--- config.mk ---
export PLATFORM = sky130hd
export DESIGN_NAME = mem_arbiter
export DESIGN_NICKNAME = d
export VERILOG_FILES = /design/src/rtl/mem_arbiter.sv
export SDC_FILE = /design/constraint.sdc
export NUM_CORES = 1
export LEC_CHECK = 0
export CAP_MARGIN = 10
export CORE_UTILIZATION = 40
export CTS_BUF_LIST = sky130_fd_sc_hd__clkbuf_8
export DETAILED_ROUTE_END_ITERATION = 6
export DONT_BUFFER_PORTS = 1
export PLACE_DENSITY = 0.54
export SYNTH_ARGS = -nofsm -noshare
export SYNTH_HDL_FRONTEND = slang
export SYNTH_SLANG_ARGS = --single-unit
--- constraint.sdc ---
create_clock -name clk -period 3.1 [get_ports clk]
set_clock_uncertainty 0.15 [all_clocks]
set_input_delay 0 -clock clk [delete_from_list [all_inputs] [get_ports clk]]
set_output_delay 0 -clock clk [all_outputs]
set_load 0.1 [all_outputs]
--- src/rtl/mem_arbiter.sv ---
// Two-port arbiter and sequencer in front of a single-port 512x32 memory
// (synchronous write, combinational read). One access is serialised at a
// time. Each access runs IDLE -> ACCESS -> DONE. Read data is returned in a
// per-port holding register, and completion is signalled by a one-cycle ack.
module mem_arbiter #(
  parameter int ADDR_W    = 9,
  parameter int DATA_W    = 32,
  parameter int FIXED_PRI = 0    // 0: round-robin, 1: port 0 wins ties
) (
  input  logic              clk,
  input  logic              clr_n,
  // port 0: CPU datapath
  input  logic              req0,
  input  logic              we0,
  input  logic [ADDR_W-1:0] addr0,
  input  logic [DATA_W-1:0] wdata0,
  output logic              ack0,
  output logic [DATA_W-1:0] rdata0,
  // port 1: secondary master
  input  logic              req1,
  input  logic              we1,
  input  logic [ADDR_W-1:0] addr1,
  input  logic [DATA_W-1:0] wdata1,
  output logic              ack1,
  output logic [DATA_W-1:0] rdata1,
  // status and memory side
  output logic              busy,
  output logic [ADDR_W-1:0] mem_addr,
  output logic [DATA_W-1:0] mem_datain,
  output logic              mem_write,
  input  logic [DATA_W-1:0] mem_dataout
);

  localparam logic [1:0] IDLE   = 2'd0;
  localparam logic [1:0] ACCESS = 2'd1;
  localparam logic [1:0] DONE   = 2'd2;

  logic [1:0]        state;
  logic [1:0]        state_nxt;
  logic              owner;     // port that owns the access in flight
  logic              last;      // port granted most recently
  logic              winner;    // port that would be granted this cycle
  logic              grant;
  logic [ADDR_W-1:0] addr_q;
  logic [DATA_W-1:0] wdata_q;
  logic              we_q;

  // Pick the winning port from the current requests and arbitration history.
  // NOTE: every output of a combinational block gets a default first, so no path leaves it unassigned and no latch is inferred.
  always_comb begin
    winner = 1'b0;
    grant  = 1'b0;
    if (state == IDLE) begin
      grant = req0 | req1;
      if (req0 && req1)
        winner = (FIXED_PRI != 0) ? 1'b0 : ~last;
      else
        winner = req1;
    end
  end

  // Next-state logic. ACCESS and DONE each last exactly one cycle.
  always_comb begin
    state_nxt = state;
    case (state)
      IDLE:    if (grant) state_nxt = ACCESS;
      ACCESS:  state_nxt = DONE;
      DONE:    state_nxt = IDLE;
      default: state_nxt = IDLE;
    endcase
  end

  // State register plus the access snapshot captured at the grant edge.
  // NOTE: sequential state uses non-blocking assignments so every register samples pre-edge values.
  always_ff @(posedge clk or negedge clr_n) begin
    if (!clr_n) begin
      state   <= IDLE;
      owner   <= 1'b0;
      last    <= 1'b1;
      addr_q  <= '0;
      wdata_q <= '0;
      we_q    <= 1'b0;
    end else begin
      state <= state_nxt;
      if (grant) begin
        owner   <= winner;
        last    <= winner;
        addr_q  <= winner ? addr1  : addr0;
        wdata_q <= winner ? wdata1 : wdata0;
        we_q    <= winner ? we1    : we0;
      end
    end
  end

  // Ack pulses and read-data holding registers, updated at the ACCESS closing edge.
  always_ff @(posedge clk or negedge clr_n) begin
    if (!clr_n) begin
      ack0   <= 1'b0;
      ack1   <= 1'b0;
      rdata0 <= '0;
      rdata1 <= '0;
    end else begin
      ack0 <= (state == ACCESS) && !owner;
      ack1 <= (state == ACCESS) &&  owner;
      if (state == ACCESS && !we_q) begin
        if (owner) rdata1 <= mem_dataout;
        else       rdata0 <= mem_dataout;
      end
    end
  end

  // Memory drive and status come only from registers, never from req*.
  // The reset forces state to IDLE, so mem_write drops as soon as clr_n falls.
  assign mem_addr   = addr_q;
  assign mem_datain = wdata_q;
  assign mem_write  = we_q && (state == ACCESS);
  assign busy       = (state == ACCESS) || (state == DONE);

endmodule

==> results of run 1 <==
## cell usage after synthesis
cell type,instances
sky130_fd_sc_hd__dfrtp_1,111
sky130_fd_sc_hd__mux2_1,49
sky130_fd_sc_hd__nor2_1,43
sky130_fd_sc_hd__a31oi_1,42
sky130_fd_sc_hd__or3b_1,42
sky130_fd_sc_hd__o21ai_0,40
sky130_fd_sc_hd__clkbuf_1,18
sky130_fd_sc_hd__mux2_2,17
sky130_fd_sc_hd__buf_2,8
sky130_fd_sc_hd__buf_6,4
sky130_fd_sc_hd__ha_1,4
sky130_fd_sc_hd__inv_1,4
sky130_fd_sc_hd__buf_4,3
sky130_fd_sc_hd__and2_1,2
sky130_fd_sc_hd__o21ai_1,2
sky130_fd_sc_hd__o22ai_1,2
sky130_fd_sc_hd__and2_4,1
sky130_fd_sc_hd__dfstp_2,1
sky130_fd_sc_hd__nand2_1,1
sky130_fd_sc_hd__nand2_2,1
sky130_fd_sc_hd__nand3b_1,1
sky130_fd_sc_hd__nor2b_1,1
sky130_fd_sc_hd__nor3b_2,1
sky130_fd_sc_hd__o21a_1,1
## kinds of logic after synthesis
group                      after synthesis
AOI/OAI and AO/OA                       87
muxes                                   66
and+or+nand+nor                         93
buffers and inverters                   37
DFF                                    112
adders and majority gates                4
## stage by stage
| stage | util | setup slack (ps) | std cells |
|---|---|---|---|
| floorplan | - | 1350 | 399 |
| global placement | 0.447 | 971 | 548 |
| detailed placement | 0.447 | 900 | 548 |
==> run metrics, run 1 <==
floorplan row count=39; DIE HEIGHT=112 um; Post-Syn Area per Cell=12.2 um^2; placed cell areas=0.00520 mm^2; count of cells resized by post-cts repair=0; failing step=clock tree synthesis; xor/xnor share of the synthesized area=0; mux contribution to synthesized area=0.153; die boundary width=112 um; Yosys warnings=0; number of sinks handled by clock tree synthesis=112; portion of the post-synthesis area used by sequential elements=0.576; top cell type by total area after synthesis=sky130_fd_sc_hd__dfrtp_1; Post-Synthesis Net Count=523; half-perimeter wire length of the detailed placement result=7220 um; CTS root buffer=sky130_fd_sc_hd__clkbuf_8; Inserted Clock Buffers=9; Mapped Cells=399; CTS H-Tree Depth=3; adder and majority gate portion of the synthesized area=0.0103; FF+latch count, synth=112; effective utilization at floorplan=0.419; number of port buffers=0; GPL Wtd Cong=0.727; error msg=[ERROR RSZ-0060] Max buffer count reached.; number of post-CTS setup repair buffers=0; distinct cell type count of the synthesized netlist=24; area of the mapped netlist=0.00487 mm^2; cells taking the most area after synthesis=sky130_fd_sc_hd__dfrtp_1, sky130_fd_sc_hd__mux2_1, sky130_fd_sc_hd__or3b_1; number of buffers added to fix hold violations after cts=114; simple-gate portion of the synthesized area=0.121; combinational family with the most area after synthesis=multiplexers; status=aborted with a tool error; compound-gate portion of the synthesized area=0.101; Top Ports=229; maximum buffer depth of the clock tree=2; share of Yosys cell area claimed by the top area cell type=0.571
==> inputs of run 2 (changes only) <==
--- a/config.mk
+++ b/config.mk
@@ -6,11 +6,10 @@
 export NUM_CORES = 1
 export LEC_CHECK = 0
 export CAP_MARGIN = 10
-export CORE_UTILIZATION = 40
-export CTS_BUF_LIST = sky130_fd_sc_hd__clkbuf_8
+export CORE_UTILIZATION = 25
 export DETAILED_ROUTE_END_ITERATION = 6
 export DONT_BUFFER_PORTS = 1
-export PLACE_DENSITY = 0.54
+export PLACE_DENSITY_LB_ADDON = 0.15
 export SYNTH_ARGS = -nofsm -noshare
 export SYNTH_HDL_FRONTEND = slang
 export SYNTH_SLANG_ARGS = --single-unit
==> run 2 against run 1 <==
Against the previous run:
- the flow now finishes without violations
- synthesized cell count is the same
- area after synthesis did not move
==> run metrics, run 2 <==
CTS root buffer=sky130_fd_sc_hd__clkbuf_16 (was sky130_fd_sc_hd__clkbuf_8); CTS tree=done; worst slew pin tran=1040 ps; FF+latch count, synth=112 (unchanged); number of post-CTS setup repair buffers=0 (unchanged); count of cells resized by post-cts repair=0 (unchanged); effective utilization at floorplan=0.258 (was 0.419); worst min-delay path category=input port to flip-flop; maximum clock frequency=0.380 GHz; standard cell with the maximum stage delay on the critical path=sky130_fd_sc_hd__dlygate4sd3_1; Critical Path Sink Type=flip-flop; DIE HEIGHT=142 um (was 112 um); via count of the first global-routing pass=3,659; Nets=665; status=finished clean (was aborted with a tool error); finished layout cell area=0.00693 mm^2; 1st-iter DRT viols=95; portion of the post-synthesis area used by sequential elements=0.576 (unchanged); number of fillers in the final layout=1,876; clk slew on worst S/H paths=80 ps; largest net degree at the start of global routing=113; number of max-cap violations=0; share of Yosys cell area claimed by the top area cell type=0.571 (unchanged); most common cell after layout, fill and taps aside=sky130_fd_sc_hd__dlygate4sd3_1; setup violators final=0; die boundary width=142 um (was 112 um); critical path class=flip-flop to flip-flop; Yosys warnings=0 (unchanged); overflow left after global routing=0; antenna violations before repair=2; slack of the worst reg-to-reg path=470 ps; Inserted Clock Buffers=9 (unchanged); most frequent cells in the layout=sky130_fd_sc_hd__dlygate4sd3_1, sky130_fd_sc_hd__dfrtp_1, sky130_fd_sc_hd__mux2_1; worst hold slack after final layout=53.1 ps; Post-Synthesis Net Count=523 (unchanged); CP startpoint=state[1]; placeable core region=0.0189 mm^2; ordered list of cells on the worst path=inv_1 > ha_1 > nand2_2 > buf_12 > or3b_1 > a31oi_1 > dlygate4sd3_1; DRC Markers=0; GPL Wtd Cong=0.731 (was 0.727); worst reg2reg path startpoint=state[1]; first-pass GRT wire length=19,100 um; leading cell type by number of instances after synthesis=sky130_fd_sc_hd__dfrtp_1 (unchanged); CP Capture Point=mem_datain[3]; number of sinks handled by clock tree synthesis=112 (unchanged); area occupied by multi-input gates=0.00188 mm^2; cells taking the most area after synthesis=sky130_fd_sc_hd__dfrtp_1, sky130_fd_sc_hd__mux2_1, sky130_fd_sc_hd__or3b_1 (unchanged); RSZ-0062 raised after global routing=false; M3 GR Usage=0.0462; area of the mapped netlist=0.00487 mm^2 (unchanged); final cycle utilization of the critical path=0.850; M1 GR Usage=0.138; DR WL/cell=15.2 um; floorplan row count=50 (was 39); number of port buffers=0 (unchanged); post-route setup TNS=0 ps; area grow syn2layout=42.4%; routing layer with the top usage in global route=met2; worst endpoint required time=3240 ps; via density per instance=4.54; min cycle time layout=2630 ps; distinct cell type count of the synthesized netlist=24 (unchanged); post-route core utilization=0.367; Hold Path Cell Cnt=2; most instantiated flip-flop cell in the synthesis netlist=sky130_fd_sc_hd__dfrtp_1 (unchanged); total number of vias=3,663; maximum buffer depth of the clock tree=2 (unchanged); half-perimeter wire length of the detailed placement result=7600 um (was 7220 um); total wire length after detailed routing=12,300 um; hold violation total from the final report=0; CP startpoint kind=flip-flop; Slew HR=0.314; Top Ports=229 (unchanged); count of antenna-violating nets left after detailed routing=0; final slew viol count=0; router iterations before antenna repair=6; largest driver fanout on the critical path=63; placed cell areas=0.00537 mm^2 (was 0.00520 mm^2); area of the die=0.0200 mm^2; Post-Syn Area per Cell=12.2 um^2 (unchanged); Async S/R FF share, synth=1.00 (unchanged); critical path data arrival time=2770 ps; delay contributed by the slowest stage of the critical path=560 ps; most used standard cells in the synthesized netlist=sky130_fd_sc_hd__dfrtp_1, sky130_fd_sc_hd__mux2_1, sky130_fd_sc_hd__nor2_1, sky130_fd_sc_hd__a31oi_1, sky130_fd_sc_hd__or3b_1 (unchanged); top cell type by total area after synthesis=sky130_fd_sc_hd__dfrtp_1 (unchanged); source-to-sink clock delay at the later pin of the worst-skew pair=350 ps; layout cells sized above 1=0.150; register area=0.00280 mm^2; GRT Util Overall=0.123; number of cells on the worst reg-to-reg path=7; number of enable flip-flop cells after synthesis=0 (unchanged); CTS H-Tree Depth=3 (unchanged); met2 demand-to-capacity share in global routing=0.210; FF-to-FF End=mem_datain[3]; Mapped Cells=399 (unchanged)
[run 2: worst min-delay path by stage]
| stage | start | end | slack [ps] |
|---|---|---|---|
| after floorplan | clr_n | ack0 | -450 |
| after global placement | clr_n | rdata1[19] | -440 |
| after detailed placement | clr_n | rdata0[19] | -440 |
| after CTS | req0 | owner | 40 |
| after global routing | req0 | owner | 110 |
| final | req0 | last | 50 |
[run 2: what timing repair did]
action                                  in CTS  in global routing
hold buffers                               121                  0
endpoints found under the setup margin       0                  0
endpoints found under the hold margin      221                  0
[run 2: through the flow]
stage	std cells	setup WS, ps
finish	807	466
global route	807	268
detailed placement	669	1030
floorplan	399	1350
global placement	669	1070
CTS	806	475
[run 2: cells by family after synthesis]
group	count (synthesis)	share of synthesized area
adder cells (fa/ha/maj)	4	0.0103
multiplexers	66	0.153
AND/OR/NAND/NOR	93	0.121
buffers and inverters	37	0.0391
flip-flops	112	0.576
AO/OA/AOI/OAI	87	0.101
[run 2: worst max-delay path, delay by kind of cell (launching register included)]
kind	cells	cell delay, ps
and+or+nand+nor	2	650
adders and majority gates	1	220
AOI/OAI and AO/OA	1	190
buffers and inverters	3	960
DFF	1	380
[run 2: routing by layer]
metal	routed length, um	share of wire
met5	10	0.00082
met4	179	0.015
met3	1260	0.10
met2	5810	0.47
met1	4990	0.41
[run 2: layout make-up]
| type | instances | share of cell area |
|---|---|---|
| clock buffers | 9 | 0.0325 |
| repair buffers | 164 | 0.227 |
| multi-input cells | 250 | 0.271 |
| well taps | 260 | 0.0469 |
| clock inverters | 7 | 0.0146 |
| diodes | 1 | 0.000361 |
| flip-flops and latches | 112 | 0.405 |
| inverters | 4 | 0.00217 |
Power of run 2 is not shown: default switching activity piles up to over one toggle a cycle in this logic, so the estimate is an artifact.
